File: config.mk
export PLATFORM = sky130hd
export DESIGN_NAME = read_responder
export DESIGN_NICKNAME = d
export VERILOG_FILES = /design/src/rtl/read_hs_pkg.sv /design/src/rtl/rd_wait_cnt.sv /design/src/rtl/read_responder.sv
export SDC_FILE = /design/constraint.sdc
export NUM_CORES = 1
export LEC_CHECK = 0
export CORE_UTILIZATION = 35
export CTS_CLUSTER_SIZE = 16
export DETAILED_ROUTE_END_ITERATION = 16
export PLACE_DENSITY_LB_ADDON = 0.12
export RECOVER_POWER = 100
export SLEW_MARGIN = 40
export SYNTH_ARGS = -nofsm -noshare
export SYNTH_HDL_FRONTEND = slang
export SYNTH_SLANG_ARGS = --single-unit
File: constraint.sdc
create_clock -name clk -period 2.7 [get_ports clk]
set_input_delay 0.54 -clock clk [delete_from_list [all_inputs] [get_ports clk]]
set_output_delay 0.54 -clock clk [all_outputs]
set_load 0.01 [all_outputs]
File: src/rtl/read_hs_pkg.sv
// Shared encodings for the rd/wt/ds read handshake: responder states,
// initiator states and the wait-counter width.
package read_hs_pkg;

  localparam int CNT_W = 8;

  typedef enum logic [1:0] {
    RSP_IDLE  = 2'd0,
    RSP_FETCH = 2'd1,
    RSP_STALL = 2'd2,
    RSP_HOLD  = 2'd3
  } rsp_state_e;

  typedef enum logic [1:0] {
    INI_IDLE = 2'd0,
    INI_READ = 2'd1,
    INI_WAIT = 2'd2,
    INI_DONE = 2'd3
  } ini_state_e;

  // True in the states where the responder may still be stalling the initiator.
  function automatic logic rsp_busy(input rsp_state_e s);
    return (s == RSP_FETCH) || (s == RSP_STALL);
  endfunction

endpackage

File: src/rtl/rd_wait_cnt.sv
// Loadable 8-bit down-counter with zero flag. Exposes its next value so the
// owner can register outputs that depend on the count without extra latency.
module rd_wait_cnt
  import read_hs_pkg::*;
(
  input  logic             clk,
  input  logic             rst,
  input  logic             clr,
  input  logic             load,
  input  logic [CNT_W-1:0] load_val,
  input  logic             dec,
  output logic [CNT_W-1:0] cnt,
  output logic [CNT_W-1:0] cnt_nxt,
  output logic             zero
);

  logic [CNT_W-1:0] cnt_d;
  logic [CNT_W-1:0] cnt_q;

  // Next count: clear beats load beats decrement; decrement saturates at zero.
  always_comb begin
    cnt_d = cnt_q;
    if (clr) begin
      cnt_d = {CNT_W{1'b0}};
    end else if (load) begin
      cnt_d = load_val;
    end else if (dec && (cnt_q != {CNT_W{1'b0}})) begin
      cnt_d = cnt_q - {{(CNT_W-1){1'b0}}, 1'b1};
    end else begin
      cnt_d = cnt_q;
    end
  end

  // Count register with synchronous reset.
  always_ff @(posedge clk) begin
    if (rst) begin
      cnt_q <= {CNT_W{1'b0}};
    end else begin
      cnt_q <= cnt_d;
    end
  end

  assign cnt     = cnt_q;
  assign cnt_nxt = cnt_d;
  assign zero    = (cnt_q == {CNT_W{1'b0}});

endmodule

File: src/rtl/read_responder.sv
// Target side of the rd/wt/ds read handshake. Fetches one word per
// transaction from a sync-read memory at an auto-incrementing pointer,
// stalls the initiator for WAIT_CYCLES via wt, presents the word with
// rvalid and retires on ds. Protocol violations pulse err.
module read_responder
  import read_hs_pkg::*;
#(
  parameter int DATA_W      = 8,
  parameter int ADDR_W      = 4,
  parameter int WAIT_CYCLES = 2,
  parameter int BASE_ADDR   = 0
) (
  input  logic              clk,
  input  logic              rst,
  input  logic              rd,
  input  logic              ds,
  output logic              wt,
  output logic              mem_en,
  output logic [ADDR_W-1:0] mem_addr,
  input  logic [DATA_W-1:0] mem_rdata,
  output logic [DATA_W-1:0] rdata,
  output logic              rvalid,
  input  logic              ptr_load,
  input  logic [ADDR_W-1:0] ptr_val,
  output logic              err
);

  rsp_state_e        state_d, state_q;
  logic [ADDR_W-1:0] ptr_d, ptr_q;
  logic [DATA_W-1:0] rdata_d, rdata_q;
  logic              wt_d, wt_q;
  logic              rvalid_d, rvalid_q;
  logic              err_d, err_q;
  logic              mem_en_s;
  logic              cnt_load_s, cnt_dec_s, cnt_clr_s, cnt_zero_s;
  logic [CNT_W-1:0]  cnt_s, cnt_nxt_s;

  rd_wait_cnt u_wait_cnt (
    .clk      (clk),
    .rst      (rst),
    .clr      (cnt_clr_s),
    .load     (cnt_load_s),
    .load_val (CNT_W'(WAIT_CYCLES)),
    .dec      (cnt_dec_s),
    .cnt      (cnt_s),
    .cnt_nxt  (cnt_nxt_s),
    .zero     (cnt_zero_s)
  );

  // Next-state, pointer, capture and violation decode for the handshake.
  always_comb begin
    state_d    = state_q;
    ptr_d      = ptr_q;
    rdata_d    = rdata_q;
    err_d      = 1'b0;
    cnt_load_s = 1'b0;
    cnt_dec_s  = 1'b0;
    cnt_clr_s  = 1'b0;
    mem_en_s   = 1'b0;
    case (state_q)
      RSP_IDLE: begin
        if (ds) begin
          err_d = 1'b1;                 // stray done strobe, nothing moves
        end else if (ptr_load) begin
          ptr_d = ptr_val;              // load wins; a held rd fetches next cycle
        end else if (rd) begin
          mem_en_s   = 1'b1;
          cnt_load_s = 1'b1;
          state_d    = RSP_FETCH;
        end else begin
          state_d = RSP_IDLE;
        end
      end
      RSP_FETCH, RSP_STALL: begin
        if (!rd) begin
          state_d   = RSP_IDLE;         // initiator went away mid-read
          cnt_clr_s = 1'b1;
          err_d     = 1'b1;
        end else if (ds) begin
          err_d = 1'b1;                 // early done: freeze this cycle
        end else begin
          if (state_q == RSP_FETCH) begin
            rdata_d = mem_rdata;
          end else begin
            rdata_d = rdata_q;
          end
          cnt_dec_s = !cnt_zero_s;
          // Count is never zero in STALL, so "<=1" covers both states.
          if (cnt_s <= 8'd1) begin
            state_d = RSP_HOLD;
          end else begin
            state_d = RSP_STALL;
          end
        end
      end
      RSP_HOLD: begin
        if (ds) begin
          ptr_d   = ptr_q + {{(ADDR_W-1){1'b0}}, 1'b1};
          state_d = RSP_IDLE;
          err_d   = rd;                 // rd with ds is flagged but still retires
        end else begin
          state_d = RSP_HOLD;
        end
      end
      default: begin
        state_d = RSP_IDLE;
      end
    endcase
    wt_d     = rsp_busy(state_d) && (cnt_nxt_s != 8'd0);
    rvalid_d = (state_d == RSP_HOLD);
  end

  // State and registered outputs with synchronous reset.
  always_ff @(posedge clk) begin
    if (rst) begin
      state_q  <= RSP_IDLE;
      ptr_q    <= ADDR_W'(BASE_ADDR);
      rdata_q  <= {DATA_W{1'b0}};
      wt_q     <= 1'b0;
      rvalid_q <= 1'b0;
      err_q    <= 1'b0;
    end else begin
      state_q  <= state_d;
      ptr_q    <= ptr_d;
      rdata_q  <= rdata_d;
      wt_q     <= wt_d;
      rvalid_q <= rvalid_d;
      err_q    <= err_d;
    end
  end

  assign wt       = wt_q;
  assign rvalid   = rvalid_q;
  assign err      = err_q;
  assign rdata    = rdata_q;
  assign mem_en   = mem_en_s;
  assign mem_addr = ptr_q;

endmodule

# Yosys cells after proc, flatten, opt, wreduce, memory -nomap -nowiden
# Index checks and enable logic that the tools add are counted.
[op_classes] addsub=2 n_mul=0 n_div=0 magnitude_cmp=1 eq_ne=9 n_shift=0 n_mux=28 n_bitwise=1 n_reduce_logical=12
[op_table] op="two-way mux 8 bit" n=3
[op_table] op="nonzero test 8 bit" n=2
[op_table] op="two-way mux 1 bit" n=14
[op_table] op="two-way mux 4 bit" n=3
[op_table] op="two-way mux 2 bit" n=5
[op_table] op="equality test 2 bit (second input constant)" n=4
[op_table] op="less-or-equal comparator 8 x 1 -> 1 bit (second input constant)" n=1
[op_table] op="logical NOT 8 bit" n=1
[op_table] op="one-hot mux 4 bit (2 select lines)" n=1
[op_table] op="AND reduction 4 bit" n=2
[op_table] op="subtractor 8 x 1 -> 8 bit (second input constant)" n=1
[op_table] op="!= test 2 bit (second input constant)" n=3
[op_table] op="one-hot mux 2 bit (3 select lines)" n=1
[op_table] op="adder 4 x 1 -> 4 bit (second input constant)" n=1
[op_table] op="equality test 2 x 1 -> 1 bit (second input constant)" n=2
[op_table] op="one-hot mux 1 bit (3 select lines)" n=1
[op_table] op="logical AND 1 bit" n=2
[op_table] op="logical NOT 2 bit" n=1
[op_table] op="nonzero test 2 bit" n=1
[op_table] op="OR reduction 2 bit" n=1
[op_table] op="logical NOT 1 bit" n=1
[op_table] op="logical OR 1 bit" n=1
[op_table] op="NOT 1 bit" n=1
[totals] regBits=25 latchBits=0 mem_bits_rw=0 romBits=0 input_bits=17 output_inout_bits=16 memories=0

# Logic depth before layout (Yosys ltp)
[depth] depth_word=11 depth_mapped=10

# By module
# Synthesis repeated with hierarchy kept, for this count alone.
[unflattened] cells_unflattened=184 hier_area_um2=1569.0
[by_module_without_submodules] module="read_responder" n_inst=1 cells_per_inst=108 area_per_inst_um2=993.5 seq_area_each_um2=340.3
[by_module_without_submodules] module="rd_wait_cnt" n_inst=1 cells_per_inst=76 area_per_inst_um2=575.6 seq_area_each_um2=160.2

# Least setup slack after synthesis
# OpenSTA, ideal clock, no wires.
[synth_path] kind="register to register" startpoint="reg state_q[0]" endpoint="reg wt_q (netlist: wt)" t_arrival_ps=2003 slack_ps=572 stages_incl_launch_ff=11 period_less_slack_ps=2128 path_cell_list="dfxtp_1 > inv_1 > ha_1 > and2_1 > o2111a_1 > o311ai_1 > o21ai_0 > ha_1 > and2b_1 > o31ai_1 > o21ai_1"
[synth_between] elab_cells_between_ends=22 cone_classes="eq/ne: 5; mux: 11; reduce/logical: 6"
[synth_rtl] element="start: declaration" line_no="read_responder.sv:28" rtl="rsp_state_e state_d, state_q;"
[synth_rtl] element="start signal: assignment" line_no="read_responder.sv:123" rtl="state_q <= state_d;"
[synth_rtl] element="equality test 2 x 1 -> 1 bit (tied with other cells)" line_no="read_responder.sv:60" rtl="case (state_q)"
[synth_rtl] element="OR reduction 2 bit (tied with other cells)" line_no="read_responder.sv:60"
[synth_rtl] element="one-hot mux 2 bit (3 select lines) *" line_no="read_responder.sv:60"
[synth_rtl] element="net state_d[0]" line_no="read_responder.sv:28"
[synth_rtl] element="equality test 2 x 1 -> 1 bit or equality test 2 bit (tied branches)" line_no="read_hs_pkg.sv:23" rtl="return (s == RSP_FETCH) || (s == RSP_STALL);"
[synth_rtl] element="logical OR 1 bit *" line_no="read_hs_pkg.sv:23"
[synth_rtl] element="logical AND 1 bit *" line_no="read_responder.sv:109" rtl="wt_d = rsp_busy(state_d) && (cnt_nxt_s != 8'd0);"
[synth_rtl] element="end signal: assignment" line_no="read_responder.sv:126" rtl="wt_q <= wt_d;"
[synth_rtl] element="end: declaration" line_no="read_responder.sv:31" rtl="logic wt_d, wt_q;"
# Mark *: on every way through the listed nets, which the timed path passes. The rest lies on a longest branch.
# A chain may end at the register's enable or synchronous reset.

# Worst setup path after layout
[layout_path] startpoint="in rd" endpoint="out mem_en"
[layout_between] elab_chain_cells=4
[layout_lines] element="start: declaration" line_no="read_responder.sv:15" rtl="input logic rd,"
[layout_lines] element="two-way mux 1 bit" line_no="read_responder.sv:66" rtl="end else if (rd) begin"
[layout_lines] element="two-way mux 1 bit" line_no="read_responder.sv:64" rtl="end else if (ptr_load) begin"
[layout_lines] element="two-way mux 1 bit" line_no="read_responder.sv:62" rtl="if (ds) begin"
[layout_lines] element="two-way mux 1 bit" line_no="read_responder.sv:60"
[layout_lines] element="end: declaration" line_no="read_responder.sv:18" rtl="output logic mem_en,"
# No other way between the ends.

==> flow_metrics.tcl <==
set metrics [dict create \
    grt_max_degree 17 \
    yosys_warnings 0 \
    port_buffers 32 \
    worstPathRequired_ns 2.16 \
    layout.nets 228 \
    num-fill-cells 406 \
    synthArstFlopShare_pct 0 \
    register_area_um2 500 \
    comb_power_share_pct 18.9 \
    die_y_um 67.2 \
    routedWlPerCell_um 13.1 \
    drc 0 \
    min_from "rdata[6]" \
    drive_gt1_share_pct 5.42 \
    r2r.worst_path.cells 10 \
    clock-root-buffer "clkbuf_8" \
    antenna_found_initial 0 \
    final_cells 253 \
    use_met1_pct 22.0 \
    post_cts.repair.setup_buffers 0 \
    initial_core_util_pct 37.0 \
    setup_slack_ns 0.168 \
    grt.met3_usage_pct 4.73 \
    cts_buffer_depth 2 \
    clk_pin_slew_worst_paths_ns 0.09 \
    place_inst 249 \
    viasPerCell 5.14 \
    switching_share_pct 27.0 \
    avgSynthCellArea_um2 8.71 \
    hold_depth 2 \
    insertion_delay_ns 0.27 \
    grt_pass1_wl_um 5620 \
    grt_pass1_vias 1188 \
    min_path_type "reg -> reg" \
    ctsResizeCount 0 \
    top_usage_layer "met2" \
    finalMaxSlewViolations 0 \
    synthCells 171 \
    pin_count 33 \
    grt.overflow.total 0 \
    yosysSeqAreaShare_pct 33.6 \
    setup_violations 0 \
    synth_common_cells "dfxtp_1 (25), nor2_1 (23), mux2i_1 (15)" \
    switching_power_mw 0.205 \
    postRouteAntennaNets 0 \
    cts_hold_buf 0 \
    place.gp.congestion 0.804 \
    hold_end "rdata[6]" \
    drtPass1Iterations 4 \
    ys_ff_latch 25 \
    coreArea_um2 4030 \
    period_needed_ns 2.53 \
    fin_util_pct 46.6 \
    antenna_cells 0 \
    syn_area_um2 1490 \
    irDropWorstVdd_mv 0.220 \
    arrival_ns 1.99 \
    cellLeakagePower_nw 0.836 \
    routed_wl_um 3320 \
    power_density_nw_per_um2 405 \
    synth.distinct_cells 51 \
    crit_start "rd" \
    dr.first_iter.drc_count 126 \
    endpoint_kind "output port" \
    worst_clock_skew_ns 0.00188 \
    r2r_end "wt" \
    clock_sink_count 25 \
    timing.setup.tns_ns 0 \
    outcome "finished, final reports clean" \
    num_vias 1301 \
    slew_headroom_pct 56.6 \
    path_class "in -> out" \
    ff2ff_setup_slack_ns 0.27 \
    period_share_pct 93.8 \
    synthesis.nets 195 \
    yosys-top-cells-area "dfxtp_1 (34%), mux2i_1 (10%), ha_1 (5.9%)" \
    grt_use_met2_pct 26.3 \
    rsz0062_at_grt "no" \
    synth_top_cell_area_share_pct 33.6 \
    seqPwrFrac_pct 51.0 \
    critPathLaunchType "input port" \
    cp_max_fo 7 \
    cap_viol_max_count 0 \
    p_int_mw 0.556 \
    hold_violations 0 \
    dieArea_um2 4520 \
    area_growth_pct 26.1 \
    multi_input_area_um2 886 \
    pwr-share-clk_pct 30.1 \
    synth_most_common_cell "dfxtp_1" \
    worstMarginPinSlew_ns 0.648 \
    power_mw 0.761 \
    cts_inserted_buffers 3 \
    fp-row-count 23 \
    cts_tree "done" \
    hpwl_um 2540 \
    ys.flop_type "dfxtp_1" \
    worst_r2r_startpoint "state_q[0]" \
    ctsHtreeMaxLevel 1 \
    die_x_um 67.2 \
    dpl_worst_slack_ns 0.0730 \
    yosys.area.top_type "dfxtp_1" \
    synth-edff-count 0 \
    max_freq_ghz 0.395 \
    grt.total_usage_pct 16.7 \
]
==> kinds of logic after synthesis <==
logic type      count (synthesis)  synth area share, %
compound gates                 33                 14.8
simple gates                   71                 27.4
xor+xnor                        2                 1.18
buf+inv                        17                 6.30
fa+ha+maj                       7                 5.88
flops                          25                 33.6
mux                            16                 10.8
==> cell usage in the layout, fill, tap and decap left out, drive strengths merged, types with 4 or more instances in the layout <==
cell type / count
dfxtp: 25
nor2: 23
dlygate4sd3: 17
mux2i: 15
clkdlybuf4s50: 15
nand2: 10
o21ai: 10
nor2b: 8
inv: 7
a21oi: 7
ha: 7
clkbuf: 6
nand3: 5
a31oi: 4
nand2b: 4
nand3b: 4
==> final cells by class <==
| type | count | share of cell area (%) |
|---|---|---|
| clock buffers | 3 | 2.20 |
| clock inverters | 1 | 0.400 |
| inverters | 7 | 1.40 |
| multi-input cells | 129 | 47.2 |
| flip-flops and latches | 25 | 26.6 |
| well taps | 50 | 3.33 |
| repair buffers | 38 | 18.9 |
==> worst max-delay path by stage <==
| stage | end |
|---|---|
| 2_1_floorplan | wt |
| 3_3_place_gp | wt |
| 3_5_place_dp | wt |
| 4_1_cts | mem_en |
| 5_1_grt | wt |
| 6_report | mem_en |
==> critical path: stages <==
cell             delay [ns]
dlygate4sd3_1          0.69
nand4bb_1              0.16
inv_1                  0.07
clkdlybuf4s50_1        0.53
==> state kept, by name (all words and copies together) (netlist names) <==
signal	flops
state_q	2
wt	1
rvalid	1
u_wait_cnt.cnt	8
rdata	8
mem_addr	4
err	1
==> stage by stage <==
stage	hold WS [ns]	area, um2
after floorplan	0.487	1490
final	0.497	1880
after global routing	0.528	1880
after global placement	0.481	1850
after detailed placement	0.491	1850
after CTS	0.510	1900
==> power groups by stage <==
stage | Combinational (mW) | Clock (mW) | Sequential (mW)
after floorplan | 0.0873 | 0 | 0.399
after global placement | 0.148 | 0 | 0.397
after detailed placement | 0.151 | 0 | 0.397
after CTS | 0.152 | 0.238 | 0.389
after global routing | 0.161 | 0.253 | 0.390
final | 0.144 | 0.229 | 0.388
==> layer usage <==
metal / share of wire, % / up-vias
met4: 1.1 / 0
met2: 49 / 20
met1: 46 / 602
met3: 3.8 / 5
li1: - / 674
met5: 0 / -
No activity file was read; power rests on OpenSTA's default activity.
==> patch (same flow settings) <==
Put one more register stage on the output `mem_addr`, with the module's reset. The value now appears one clock later. The other outputs are not delayed to match.
--- a/src/rtl/read_responder.sv
+++ b/src/rtl/read_responder.sv
@@ -135,5 +135,11 @@
   assign rdata    = rdata_q;
   assign mem_en   = mem_en_s;
-  assign mem_addr = ptr_q;
+  always_ff @(posedge clk) begin
+    if (rst) begin
+      mem_addr <= '0;
+    end else begin
+      mem_addr <= ptr_q;
+    end
+  end
 
 endmodule
Check against the original RTL: not equivalent (Yosys sat finds a counterexample within 4 cycles, from zero or initial values and one cycle with rst high).
==> patch against the original RTL <==
Clock skew rose by 0.0058 ns. Highest routed layer unchanged. Final area rose by 5.7%. Sequential share of layout area increased by 2.6 points. Critical path depth is the same. Sequential cell count rose by 4. Total power rose by 58%. Count of clock-buffer cells in the layout rose by 4. Wire length up 0.15%. Largest power group unchanged. Critical endpoint unchanged. Global-route usage down 0.63 points. Area after synthesis is 1.3% higher. Setup slack worse by 0.015 ns.
==> patch: results (changes against the original RTL) <==
Status = complete, no violations
FILL cells = 386 (-4.9%)
Hold path endpoint = mem_addr[3]
Post-synthesis mux area share = 0.0880 (-0.0204)
First-pass GRT wire length = 5490 µm (-2.5%)
Routed metal-1 wire length = 1580 µm (+2.4%)
Area grow syn2layout = 31.6%
Synth cell types = 44 (-14%)
Slowest-stage cell, CP = clkdlybuf4s50_1
Tcrit/Tclk final = 0.943 (+0.00537)
HPWL after DPL = 2450 µm (-3.5%)
Xor/xnor share of the synthesized area = 0.0290 (+0.0173)
Syn avg cell area = 9.03 µm² (+3.7%)
GR Util met2 = 0.256 (-0.00631)
Via/cell ratio = 5.22 (+1.5%)
Worst hold stages = 1 (-1)
Worst slew pin tran = 0.847 ns (+0.199 ns)
Adder-Cell Fraction of Synth Area = 0.0664 (+0.00757)
Comb power frac = 0.221 (+0.032)
Peak supply drop = 0.319 mV (+45%)
Min-delay src = ptr_q[3]
Met3 WL = 196 µm (+57%)
# H-tree levels = 2 (+1)
Share of cells above drive strength 1 = 0.0887 (+0.0345)
Synth area leaders = dfxtp_1 (39%), mux2i_1 (7.3%), ha_1 (6.6%), nor2_1 (6.5%), nor2b_1 (2.9%)
-- patch: worst register-to-register path, cell delays in order (launching register included) --
cell and delay [ns]:
dfxtp_1 0.46, inv_1 0.12, ha_1 0.31, nor2_1 0.17, nor3_1 0.07, a311o_1 0.35
a21oi_1 0.19, a31oi_1 0.07, ha_1 0.30, nand2b_1 0.06, a41oi_1 0.14
-- patch: kinds of logic after synthesis --
family          after synthesis
xor+xnor                      5
fa+ha+maj                     8
mux                          13
compound gates               30
buf+inv                      15
simple gates                 67
flops                        29
-- patch: area by class of cell --
class | instances | share of cell area
clock inverter | 1 | 0.0151
tap | 50 | 0.0315
inverter | 8 | 0.0151
timing repair buffer | 35 | 0.169
sequential | 29 | 0.293
clock buffer | 7 | 0.0435
multi-input combinational | 123 | 0.433
-- patch: what timing repair did --
action,CTS,global route
resized for setup,0,2
hold buffers,0,0
endpoints found under the setup margin,0,1
hold endpoints to repair,0,0
